File: src/rtl/sd_image_responder.sv
// HPS stand-in for the MiSTer SD block protocol. It pulses img_mounted on request and
// serves 512-byte sector reads/writes against a byte-wide image memory owned by the harness.
module sd_image_responder #(
  parameter int unsigned NUM_DRIVES = 1,
  parameter int unsigned IMG_AW     = 20,
  parameter int unsigned ACK_DELAY  = 4
) (
  input  logic                     clk_sys,
  input  logic                     reset,
  input  logic [NUM_DRIVES-1:0]    mount_req,
  input  logic [63:0]              mount_size,
  input  logic                     mount_ro,
  output logic [9:0]               img_mounted,
  output logic [63:0]              img_size,
  output logic                     img_readonly,
  input  logic [NUM_DRIVES*32-1:0] sd_lba,
  input  logic [9:0]               sd_rd,
  input  logic [9:0]               sd_wr,
  output logic [9:0]               sd_ack,
  output logic [8:0]               sd_buff_addr,
  output logic [7:0]               sd_buff_dout,
  output logic                     sd_buff_wr,
  input  logic [NUM_DRIVES*8-1:0]  sd_buff_din,
  output logic [IMG_AW-1:0]        mem_addr,
  output logic                     mem_rd,
  input  logic [7:0]               mem_dout,
  output logic                     mem_wr,
  output logic [7:0]               mem_din,
  output logic                     xfer_err
);

  localparam int unsigned DRV_W  = 4;
  localparam int unsigned NACK   = 10;
  localparam int unsigned CNT_W  = $clog2(ACK_DELAY + 1);
  localparam int unsigned BASE_W = 41;
  localparam int unsigned K_W    = 9;
  localparam logic [K_W-1:0] K_LAST = K_W'(511);

  typedef enum logic [2:0] {
    S_IDLE,
    S_ACK_WAIT,
    S_RD_FETCH,
    S_RD_PUT,
    S_WR_ADDR,
    S_WR_CAP,
    S_DONE
  } state_t;

  state_t              state_q, state_d;
  logic [DRV_W-1:0]    drv_q, drv_d;
  logic                is_wr_q, is_wr_d;
  logic [BASE_W-1:0]   base_q, base_d;
  logic [K_W-1:0]      k_q, k_d;
  logic [CNT_W-1:0]    cnt_q, cnt_d;
  logic                mute_q, mute_d;
  logic                err_set;

  logic [NACK-1:0]     ack_d;
  logic [K_W-1:0]      buff_addr_d;
  logic                buff_wr_d;
  logic                mem_rd_d;
  logic                mem_wr_d;
  logic [IMG_AW-1:0]   mem_addr_d;
  logic                active;

  logic                req_any;
  logic                pick_rd;
  logic [DRV_W-1:0]    pick;
  logic [31:0]         pick_lba;
  logic                held;
  logic [7:0]          din_sel;

  // Request lines of drives beyond NUM_DRIVES are never served.
  logic unused_req;
  assign unused_req = ^{sd_rd, sd_wr};

  // Lowest-index requester wins; read beats write within that drive.
  always_comb begin
    req_any  = 1'b0;
    pick     = '0;
    pick_rd  = 1'b0;
    pick_lba = '0;
    held     = 1'b0;
    din_sel  = '0;
    for (int i = NUM_DRIVES - 1; i >= 0; i--) begin
      if (sd_rd[i] || sd_wr[i]) begin
        req_any  = 1'b1;
        pick     = DRV_W'(i);
        pick_rd  = sd_rd[i];
        pick_lba = sd_lba[i*32 +: 32];
      end
    end
    for (int i = 0; i < NUM_DRIVES; i++) begin
      if (drv_q == DRV_W'(i)) begin
        held    = sd_rd[i] || sd_wr[i];
        din_sel = sd_buff_din[i*8 +: 8];
      end
    end
  end

  // Next state, plus the registered outputs decoded from the state being entered.
  always_comb begin
    state_d     = state_q;
    drv_d       = drv_q;
    is_wr_d     = is_wr_q;
    base_d      = base_q;
    k_d         = k_q;
    cnt_d       = cnt_q;
    mute_d      = mute_q;
    err_set     = 1'b0;
    ack_d       = '0;
    buff_addr_d = '0;
    buff_wr_d   = 1'b0;
    mem_rd_d    = 1'b0;
    mem_wr_d    = 1'b0;
    mem_addr_d  = '0;
    active      = 1'b0;

    unique case (state_q)
      S_IDLE: begin
        if (req_any) begin
          state_d = S_ACK_WAIT;
          drv_d   = pick;
          is_wr_d = !pick_rd;
          base_d  = {pick_lba, 9'd0};
          cnt_d   = '0;
        end
      end
      S_ACK_WAIT: begin
        if (cnt_q == CNT_W'(ACK_DELAY)) begin
          // Range is judged against the size current at ack time, so a remount during the wait counts.
          k_d     = '0;
          mute_d  = ((64'(base_q) + 64'd512) > img_size) || (is_wr_q && img_readonly);
          err_set = mute_d;
          state_d = is_wr_q ? S_WR_ADDR : S_RD_FETCH;
        end else begin
          cnt_d = cnt_q + CNT_W'(1);
        end
      end
      S_RD_FETCH: state_d = S_RD_PUT;
      S_RD_PUT: begin
        if (k_q == K_LAST) begin
          state_d = S_DONE;
        end else begin
          k_d     = k_q + K_W'(1);
          state_d = S_RD_FETCH;
        end
      end
      S_WR_ADDR: state_d = S_WR_CAP;
      S_WR_CAP: begin
        if (k_q == K_LAST) begin
          state_d = S_DONE;
        end else begin
          k_d     = k_q + K_W'(1);
          state_d = S_WR_ADDR;
        end
      end
      S_DONE: begin
        if (!held) state_d = S_IDLE;
      end
      default: state_d = S_IDLE;
    endcase

    active = state_d inside {S_RD_FETCH, S_RD_PUT, S_WR_ADDR, S_WR_CAP};
    for (int i = 0; i < NACK; i++) begin
      ack_d[i] = active && (drv_d == DRV_W'(i));
    end
    buff_addr_d = active ? k_d : '0;
    buff_wr_d   = (state_d == S_RD_PUT);
    mem_rd_d    = (state_d == S_RD_FETCH) && !mute_d;
    mem_wr_d    = (state_d == S_WR_CAP) && !mute_d;
    if (state_d == S_RD_FETCH || state_d == S_WR_CAP) begin
      mem_addr_d = base_d[IMG_AW-1:0] + IMG_AW'(k_d);
    end
  end

  always_ff @(posedge clk_sys or posedge reset) begin
    if (reset) begin
      state_q      <= S_IDLE;
      drv_q        <= '0;
      is_wr_q      <= 1'b0;
      base_q       <= '0;
      k_q          <= '0;
      cnt_q        <= '0;
      mute_q       <= 1'b0;
      sd_ack       <= '0;
      sd_buff_addr <= '0;
      sd_buff_wr   <= 1'b0;
      mem_addr     <= '0;
      mem_rd       <= 1'b0;
      mem_wr       <= 1'b0;
      xfer_err     <= 1'b0;
      img_mounted  <= '0;
      img_size     <= '0;
      img_readonly <= 1'b0;
    end else begin
      state_q      <= state_d;
      drv_q        <= drv_d;
      is_wr_q      <= is_wr_d;
      base_q       <= base_d;
      k_q          <= k_d;
      cnt_q        <= cnt_d;
      mute_q       <= mute_d;
      sd_ack       <= ack_d;
      sd_buff_addr <= buff_addr_d;
      sd_buff_wr   <= buff_wr_d;
      mem_addr     <= mem_addr_d;
      mem_rd       <= mem_rd_d;
      mem_wr       <= mem_wr_d;
      xfer_err     <= xfer_err || err_set;
      img_mounted  <= NACK'(mount_req);
      if (|mount_req) begin
        img_size     <= mount_size;
        img_readonly <= mount_ro;
      end
    end
  end

  // Data paths pass straight through: memory data lands in RD_PUT, loader data in WR_CAP.
  assign sd_buff_dout = (state_q == S_RD_PUT && !mute_q) ? mem_dout : 8'h00;
  assign mem_din      = (state_q == S_WR_CAP) ? din_sel : 8'h00;

endmodule

File: config.mk
export PLATFORM = sky130hd
export DESIGN_NAME = sd_image_responder
export DESIGN_NICKNAME = d
export VERILOG_FILES = /design/src/rtl/sd_image_responder.sv
export SDC_FILE = /design/constraint.sdc
export NUM_CORES = 1
export LEC_CHECK = 0
export BUFFER_PORTS_ARGS = -buffer_cell sky130_fd_sc_hd__buf_2
export CAP_MARGIN = 25
export CORE_MARGIN = 1
export CORE_UTILIZATION = 52
export CTS_CLUSTER_DIAMETER = 100
export DETAILED_ROUTE_END_ITERATION = 8
export HOLD_SLACK_MARGIN = 0.1
export PLACE_DENSITY = 0.81
export SKIP_LAST_GASP = 1
export SLEW_MARGIN = 20
export SYNTH_ARGS = -nofsm -noshare
export SYNTH_HDL_FRONTEND = slang
export SYNTH_SLANG_ARGS = --single-unit
File: constraint.sdc
create_clock -name clk_sys -period 6.1 [get_ports clk_sys]
set_input_delay 0.61 -clock clk_sys [delete_from_list [all_inputs] [get_ports clk_sys]]
set_output_delay 0.61 -clock clk_sys [all_outputs]
set_load 0.05 [all_outputs]
==> results of run 1 <==
[cells by family (layout without fill, tap and decap cells)]
group / after synthesis / count (layout) / synth area share (%)
other: 1 / 11 / 0.04237
adder cells (fa/ha/maj): 56 / 56 / 8.001
flip-flops: 171 / 171 / 48.35
multiplexers: 32 / 32 / 4.001
AO/OA/AOI/OAI: 147 / 147 / 11.11
buffers and inverters: 98 / 337 / 4.707
XOR/XNOR: 37 / 37 / 3.661
AND/OR/NAND/NOR: 375 / 375 / 20.13
[cell usage after synthesis, types with 16 or more instances]
cell      count  area share, %
dfrtp_1     171             48
ha_1         55            7.8
mux2_2       27            3.4
nand2_1     173            7.3
a21oi_1      25            1.4
inv_1        58            2.5
and2_1       40            2.8
xor2_1       17            1.7
clkbuf_1     21           0.89
and3_1       16            1.1
xnor2_1      20            2.0
nand4_1      21            1.5
nor2_1       50            2.1
nand3_1      22            1.2
o21ai_0      59            3.3
[sequential cells by signal (all words and copies together), names as in the netlist, 3 cells and up]
name          flops
mem_addr         20
drv_q             4
base_q           41
img_size         64
state_q           3
k_q               9
cnt_q             3
sd_buff_addr      9
sd_ack           10
[per-layer routing]
| layer | GRT usage, % | part of all wire (%) |
|---|---|---|
| met5 | 0 | 0 |
| met1 | 34.10 | 43 |
| met3 | 5.479 | 6.2 |
| met2 | 40.32 | 47 |
| met4 | 13.28 | 3.6 |
[per-stage QoR]
stage	cell area, µm²	power, mW
detailed placement	10210	1.595
floorplan	8881	1.479
global placement	10210	1.587
global route	10830	2.783
CTS	10810	2.698
finish	10830	2.678
[how the worst max path moves through the flow]
stage	from	endpoint	slack (ns)	cells past startpoint
after global placement	base_q[11]	mem_rd	2.23	13
after global routing	k_q[0]	mem_addr[18]	1.69	14
after detailed placement	k_q[0]	mem_addr[18]	2.17	14
final	k_q[0]	mem_addr[18]	2.03	14
after CTS	k_q[0]	mem_addr[18]	2.09	14
after floorplan	reset	base_q[0]	0.86	1
[layout make-up]
cell class	instances	share of cell area, %
Antenna cell	2	0.04619
Clock buffer	19	3.996
Timing Repair Buffer	247	11.66
Sequential cell	171	39.50
Inverter	59	2.090
Clock inverter	12	1.536
Multi-Input combinational cell	656	38.63
Tap cell	220	2.541
[power breakdown]
part / switching [mW] / internal (mW)
Combinational: 0.274 / 0.0983
Sequential: 0.0263 / 1.17
Clock: 0.457 / 0.647
Total: 0.758 / 1.92
==> flow_metrics.py, run 1 <==
metrics = {
    "outcome": {
        "outcome": "complete, no violations",
    },
    "floorplanning": {
        "fp.dieH_um": 132.5,
        "fp.coreArea_um2": 16580,
        "rows": 47,
        "die-area_um2": 17550,
        "ios": 270,
        "die_x_um": 132.5,
        "initial_utilization_pct": 53.37,
    },
    "synthesis": {
        "synth.distinct_cells": 67,
        "postSynth.asyncResetShare_pct": 100.0,
        "syn_area_per_cell_um2": 9.652,
        "synth_seq_cells": 171,
        "synth_top_flop_cell": "dfrtp_1",
        "ys_warn_count": 0,
        "netlist_area_um2": 8851,
        "ys_seq_area_share_pct": 48.35,
        "synth_cells": 917,
        "synth_edf_count": 0,
    },
    "final_layout": {
        "register_area_um2": 4279,
        "fin_cells": 1386,
        "mostFrequentLayoutCells": "241 x buf_2, 173 x nand2_1, 171 x dfrtp_1",
        "fin_util_pct": 65.33,
        "drive_gt1_share_pct": 27.58,
        "syn2layout_area_growth_pct": 22.41,
        "final_common_cell": "buf_2",
        "fillers": 1361,
        "multiInputGateArea_um2": 4185,
        "finalNetCount": 1344,
    },
    "grt": {
        "grt_util_all_layers_pct": 25.83,
        "antenna_found_initial": 2,
        "grt_max_degree": 108,
        "grt_pass1_wl_um": 35220,
        "grt_pass1_vias": 7162,
        "overflow": 0,
    },
    "timing": {
        "rsz0062_at_grt": "false",
        "fin_crit_ns": 4.067,
        "fin_crit_sh_pct": 66.68,
        "skew_ns": 0.008080,
        "slew_headroom_pct": 34.93,
        "hold_viol_final": 0,
        "final_max_slew_viol_count": 0,
        "holdWs_ns": 0.3419,
        "worstMarginPinSlew_ns": 0.9761,
        "finalSetupViolCount": 0,
        "finalWorstSetupSlack_ns": 2.033,
        "timing.fmax_mhz": 245.9,
        "fin_setup_tns_ns": 0,
    },
    "placed_design": {
        "place_hpwl_um": 16240,
        "dp.cells": 1352,
        "dp_slack_ns": 2.174,
        "routabilityCongestion": 0.8515,
        "port_buffers": 242,
    },
    "clocking": {
        "clk_path_buf_depth": 2,
        "cts_hold_buf": 0,
        "insertion_delay_ns": 0.43,
        "clk_pin_slew_worst_paths_ns": 0.07,
        "htree_num_levels": 4,
        "cts-resized-gates": 0,
        "clock_sink_count": 171,
        "cts_setup_buffers": 0,
        "clockRootBuffer": "clkbuf_16",
        "cts_tree": "built",
        "cts_inserted_buffers": 17,
    },
    "critical_path": {
        "worstPathRequired_ns": 6.42,
        "crit_slowest_cell": "a211oi_2",
        "crit_family": "compound AO/OA/AOI/OAI gates",
        "end_kind": "flop",
        "path_buf_inv": 1,
        "path_common_cell": "ha_1",
        "critPathArrivalTime_ns": 4.39,
        "criticalPathCategory": "reg -> reg",
        "slowest_delay_ns": 0.47,
        "rr_worst_depth": 14,
        "worstSetupStartpointType": "flop",
        "rr_endpoint": "mem_addr[18]",
        "reg2reg_slack_ns": 2.03,
        "cp_max_fo": 10,
        "crit_chain": "ha_1 > and3_1 > nand3_1 > o21ai_0 > a21o_1 > ha_1 > inv_1 > fa_1 > nor2b_1 > o31a_1 > o31ai_1 > a211oi_2 > a21oi_1 > nor3_1",
        "r2r-start": "k_q[0]",
    },
    "pwr": {
        "vdd_ir_drop_max_mv": 0.1976,
        "leakagePower_nw": 5.657,
        "power_density_nw_per_um2": 247.2,
    },
    "route": {
        "remaining_drc_errors": 0,
        "drt-vias-per-instance": 5.383,
        "vias": 7461,
        "wl_per_cell_um": 15.69,
        "drtPass1Iterations": 4,
        "drt_iter0_markers": 382,
        "drt-total-wl_um": 21740,
        "ant_nets": 0,
    },
    "flow_run": {
        "drv_cap": 0,
    },
    "worst_hold_path": {
        "worstHoldPathType": "in -> async",
    },
}
Note: power is estimated with default switching activity, not from simulation.
==> run 2: changes to the inputs <==
Settings changed: CORE_UTILIZATION 52 to 47, PLACE_DENSITY 0.81 to 0.77.
Clock period 6.1 ns to 3.3 ns, I/O delays scaled along.
==> flow_metrics.py, run 2 (synthesis gave the netlist of run 1 again) <==
metrics = {
    "pwr": {
        "vdd_ir_drop_max_mv": 0.3419,
        "leakagePower_nw": 6.229,
        "power_density_nw_per_um2": 435.4,
    },
    "clocking": {
        "insertion_delay_ns": 0.44,
        "htree_num_levels": 4,
        "clk_pin_slew_worst_paths_ns": 0.07,
        "cts_tree": "built",
        "clockRootBuffer": "clkbuf_16",
        "cts_inserted_buffers": 17,
        "clk_path_buf_depth": 2,
        "clock_sink_count": 171,
    },
    "timing": {
        "fin_crit_ns": 3.373,
        "slew_headroom_pct": 33.20,
        "worstMarginPinSlew_ns": 1.002,
        "finalSetupViolCount": 3,
        "skew_ns": 0.01291,
        "finalWorstSetupSlack_ns": -0.07283,
        "rsz0062_at_grt": "true",
        "timing.fmax_mhz": 296.5,
        "final_max_slew_viol_count": 0,
        "fin_crit_sh_pct": 102.2,
        "hold_viol_final": 0,
    },
    "final_layout": {
        "fillers": 1430,
        "drive_gt1_share_pct": 34.25,
        "syn2layout_area_growth_pct": 35.74,
        "mostFrequentLayoutCells": "241 x buf_2, 171 x dfrtp_1, 170 x nand2_1",
        "top_regs": "img_size (64), base_q (41), mem_addr (20)",
        "fin_util_pct": 65.98,
        "final_common_cell": "buf_2",
        "largest_register": "img_size",
        "register_area_um2": 4279,
        "largest_reg_flops": 64,
        "fin_cells": 1500,
        "multiInputGateArea_um2": 4415,
        "finalNetCount": 1449,
    },
    "route": {
        "wl_per_cell_um": 16.45,
        "remaining_drc_errors": 15,
        "ant_nets": 0,
        "drt-total-wl_um": 24680,
        "drt-vias-per-instance": 5.291,
        "drt_iter0_markers": 488,
        "drtPass1Iterations": 9,
        "vias": 7937,
    },
    "floorplanning": {
        "rows": 49,
        "fp.dieH_um": 139.2,
        "die_x_um": 139.2,
        "die-area_um2": 19390,
        "fp.coreArea_um2": 18210,
        "ios": 270,
        "initial_utilization_pct": 48.61,
    },
    "grt": {
        "antenna_found_initial": 2,
        "overflow": 0,
        "grt_pass1_vias": 8075,
        "grt_util_all_layers_pct": 26.09,
        "grt_pass1_wl_um": 39750,
        "grt_max_degree": 108,
    },
    "critical_path": {
        "criticalPathCategory": "reg -> reg",
        "crit_path_start": "base_q[9]",
        "end_kind": "flop",
        "worstSetupStartpointType": "flop",
        "worstPathRequired_ns": 3.62,
        "cp_max_fo": 4,
        "critPathArrivalTime_ns": 3.69,
        "r2r-start": "base_q[9]",
    },
    "worst_hold_path": {
        "hold_start": "mount_size[7]",
        "worstHoldPathType": "in -> reg",
    },
    "placed_design": {
        "port_buffers": 242,
        "routabilityCongestion": 0.9509,
        "dp.cells": 1424,
        "place_hpwl_um": 17560,
    },
    "outcome": {
        "violations": "design-rule violations, negative setup slack",
        "outcome": "finished with violations",
    },
    "flow_run": {
        "drv_cap": 0,
    },
}
## run 2: cell types whose count changed in the layout (fill, tap and decap cells not counted), moves of 4 or more
cell           previous run  this run
buf_4                     5        77
dlygate4sd3_1             0        31
ha_1                     55        51
nand3_1                  22        18
## run 2: stage by stage
step / power, mW / setup TNS (ns) / instance area, µm² / worst slack [ns] / hold slack, ns
2_1_floorplan: 2.734 / 0 / 8891 / 0.02814 / 0.3614
6_report: 5.231 / -0.1101 / 12010 / -0.07283 / 0.1053
5_1_grt: 5.403 / -0.6555 / 12010 / -0.2455 / 0.1073
4_1_cts: 5.256 / -0.04586 / 11740 / -0.04586 / 0.1007
3_5_place_dp: 2.954 / -0.6031 / 10710 / -0.2078 / 0.4061
3_3_place_gp: 2.939 / -0.5748 / 10710 / -0.2249 / 0.4035
## run 2: layout make-up
class,count,area share [%]
multi-input cells,656,36.75
flip-flops and latches,171,35.62
repair buffers,352,17.79
clock buffers,18,3.655
well taps,229,2.385
clock inverters,14,1.906
inverters,59,1.875
diodes,1,0.02083
## run 2: what timing repair did
item                                    in CTS  in global routing
endpoints found under the setup margin       6                 14
endpoints found under the hold margin       51                  0
gates resized for setup                      7                 46
pin swaps                                    1                 22
buffers inserted                             2                 11
hold buffers                                31                  0
## run 2: critical path, cell delays in order (launching register included)
cell and delay, ns:
dfrtp_1 0.44, and3_4 0.25, nand2_4 0.07, nor2_4 0.11, buf_6 0.13, nand2_1 0.14, buf_4 0.21, nor2_1 0.17
xor2_1 0.11, ha_1 0.30, and4_1 0.21, nand4_1 0.11, nor4_1 0.45, and3_1 0.25, a32oi_2 0.08, and4_1 0.23
## run 2: metal layers
layer | routed length (µm) | share of wire (%) | vias up | GRT usage [%]
li1 | - | - | 3808 | -
met1 | 10500 | 43 | 3816 | 33.06
met2 | 12190 | 49 | 261 | 43.96
met3 | 1344 | 5.4 | 50 | 4.955
met4 | 629 | 2.5 | 2 | 10.58
met5 | 11 | 0.045 | - | 0
## run 2: power by group
group | internal [mW] | switching (mW) | leakage [nW] | total (mW)
clock | 1.38 | 0.898 | 0.326 | 2.28
sequential | 2.17 | 0.0498 | 2.17 | 2.22
combinational | 0.209 | 0.520 | 3.74 | 0.729
## run 2: final timing paths
check                                to  slack, ns  depth (start not counted)
max in group asynchronous      xfer_err       1.87                          4
hold reg to reg               sd_ack[8]       0.48                          1
setup reg to reg                 mem_rd      -0.07                         15
setup / recovery                 mem_rd      -0.07                         15
hold / removal              img_size[7]       0.11                          3
min in group asynchronous  img_size[55]       0.51                          3
==> run 3: changes to the inputs <==
Clock period 3.3 ns to 2.7 ns, I/O delays scaled along.
==> flow_metrics.py, run 3 (synthesis gave the netlist of run 1 again) <==
metrics = {
    "outcome": {
        "outcome": "finished with violations",
        "violations": "design-rule violations, negative setup slack",
    },
    "floorplanning": {
        "fp.coreArea_um2": 18210,
        "die-area_um2": 19390,
        "ios": 270,
        "fp.dieH_um": 139.2,
        "rows": 49,
        "die_x_um": 139.2,
        "initial_utilization_pct": 48.61,
    },
    "worst_hold_path": {
        "worstHoldPathType": "in -> reg",
    },
    "critical_path": {
        "reg2reg_slack_ns": -0.57,
        "crit_path_start": "base_q[9]",
        "rr_worst_depth": 14,
        "worstSetupStartpointType": "flop",
        "end_kind": "flop",
        "rr_endpoint": "mem_rd",
        "worstPathRequired_ns": 3.07,
        "critPathArrivalTime_ns": 3.64,
        "cp_max_fo": 4,
        "criticalPathCategory": "reg -> reg",
        "crit_chain": "ha_2 > nand3_4 > nor2_4 > buf_4 > buf_4 > nand2_1 > xnor2_1 > ha_1 > nand4_1 > nor4_4 > nand2_1 > or4_4 > a31oi_4 > and4_1",
        "cp-endpoint": "mem_rd",
        "slowest_delay_ns": 0.44,
        "r2r-start": "base_q[9]",
        "crit_slowest_cell": "or4_4",
    },
    "clocking": {
        "clk_pin_slew_worst_paths_ns": 0.07,
        "htree_num_levels": 4,
        "clk_path_buf_depth": 2,
        "cts_inserted_buffers": 17,
        "clockRootBuffer": "clkbuf_16",
        "clock_sink_count": 171,
        "cts_tree": "built",
        "insertion_delay_ns": 0.44,
    },
    "timing": {
        "slew_headroom_pct": 43.71,
        "final_max_slew_viol_count": 0,
        "fin_setup_tns_ns": -5.581,
        "rsz0062_at_grt": "true",
        "finalWorstSetupSlack_ns": -0.5690,
        "fin_crit_ns": 3.269,
        "skew_ns": 0.01108,
        "worstMarginPinSlew_ns": 0.8372,
        "finalSetupViolCount": 16,
        "hold_viol_final": 0,
        "timing.fmax_mhz": 305.9,
        "fin_crit_sh_pct": 121.1,
    },
    "final_layout": {
        "top_regs": "img_size (64), base_q (41), mem_addr (20)",
        "fin_cells": 1649,
        "finalNetCount": 1599,
        "syn2layout_area_growth_pct": 55.10,
        "largest_register": "img_size",
        "fillers": 1117,
        "mostFrequentLayoutCells": "241 x buf_2, 168 x dfrtp_1, 164 x nand2_1",
        "final_common_cell": "buf_2",
        "largest_reg_flops": 64,
        "fin_util_pct": 75.39,
        "drive_gt1_share_pct": 41.20,
        "diodes": 0,
    },
    "pwr": {
        "vdd_ir_drop_max_mv": 0.4209,
        "power_density_nw_per_um2": 445.8,
        "leakagePower_nw": 6.966,
    },
    "grt": {
        "antenna_found_initial": 0,
        "overflow": 0,
        "grt_pass1_wl_um": 45930,
        "grt_pass1_vias": 9122,
        "grt_max_degree": 109,
        "grt_util_all_layers_pct": 30.14,
    },
    "route": {
        "drt-vias-per-instance": 5.509,
        "drt_iter0_markers": 550,
        "remaining_drc_errors": 15,
        "wl_per_cell_um": 18.70,
        "drtPass1Iterations": 8,
        "ant_nets": 0,
        "vias": 9084,
        "drt-total-wl_um": 30840,
    },
    "flow_run": {
        "drv_cap": 0,
    },
    "placed_design": {
        "routabilityCongestion": 0.9181,
        "port_buffers": 242,
        "place_hpwl_um": 18680,
        "dp.cells": 1485,
    },
}
## run 3: repair_timing
action | in CTS | in global routing
pin swaps | 49 | 33
setup buffers | 30 | 21
resized for setup | 65 | 49
endpoints found under the setup margin | 17 | 19
hold endpoints to repair | 194 | 0
hold buffers | 87 | 0
## run 3: layout make-up
type | count | area, µm² | share of cell area [%]
clock inverters | 14 | 135.1 | 0.9843
flip-flops and latches | 171 | 4283 | 31.20
clock buffers | 18 | 429.2 | 3.126
inverters | 59 | 225.2 | 1.641
well taps | 229 | 286.5 | 2.087
multi-input cells | 656 | 4868 | 35.46
repair buffers | 502 | 3501 | 25.50
## run 3: stage by stage
step / area (µm²) / hold slack (ns) / power [mW] / setup slack, ns
after global placement: 11380 / 0.4604 / 3.608 / -0.4589
after CTS: 13340 / 0.1050 / 6.110 / -0.3942
final: 13730 / 0.1138 / 6.120 / -0.5690
after global routing: 13730 / 0.1222 / 6.315 / -0.6725
after floorplan: 9138 / 0.3014 / 3.342 / -0.3900
after detailed placement: 11380 / 0.4656 / 3.627 / -0.6086
## run 3: critical path, delay by kind of cell (launching register included)
| family | cells | cell delay [ns] |
|---|---|---|
| compound gates | 1 | 0.17 |
| fa+ha+maj | 2 | 0.54 |
| simple gates | 8 | 1.67 |
| buf+inv | 2 | 0.26 |
| xor+xnor | 1 | 0.15 |
| flops | 1 | 0.40 |
## run 3: worst min-delay path by stage
stage,startpoint,cells past startpoint,end
detailed placement,sd_lba[28],3,base_q[37]
global placement,sd_lba[25],3,base_q[34]
finish,sd_lba[17],3,base_q[26]
CTS,sd_lba[17],3,base_q[26]
global route,sd_lba[8],3,base_q[17]
floorplan,mount_req,0,img_mounted[0]
## run 3: per-layer routing
metal	GRT usage, %	up-vias	part of all wire, %
met2	52.68	447	50
met5	0	-	0
met1	36.71	4396	39
met3	5.196	124	6.2
li1	-	4117	-
met4	12.69	0	4.5
## run 3: report_power, final
part / internal (mW) / switching (mW)
combinational: 0.321 / 0.671
clock: 1.29 / 1.12
sequential: 2.65 / 0.0647
total: 4.27 / 1.85
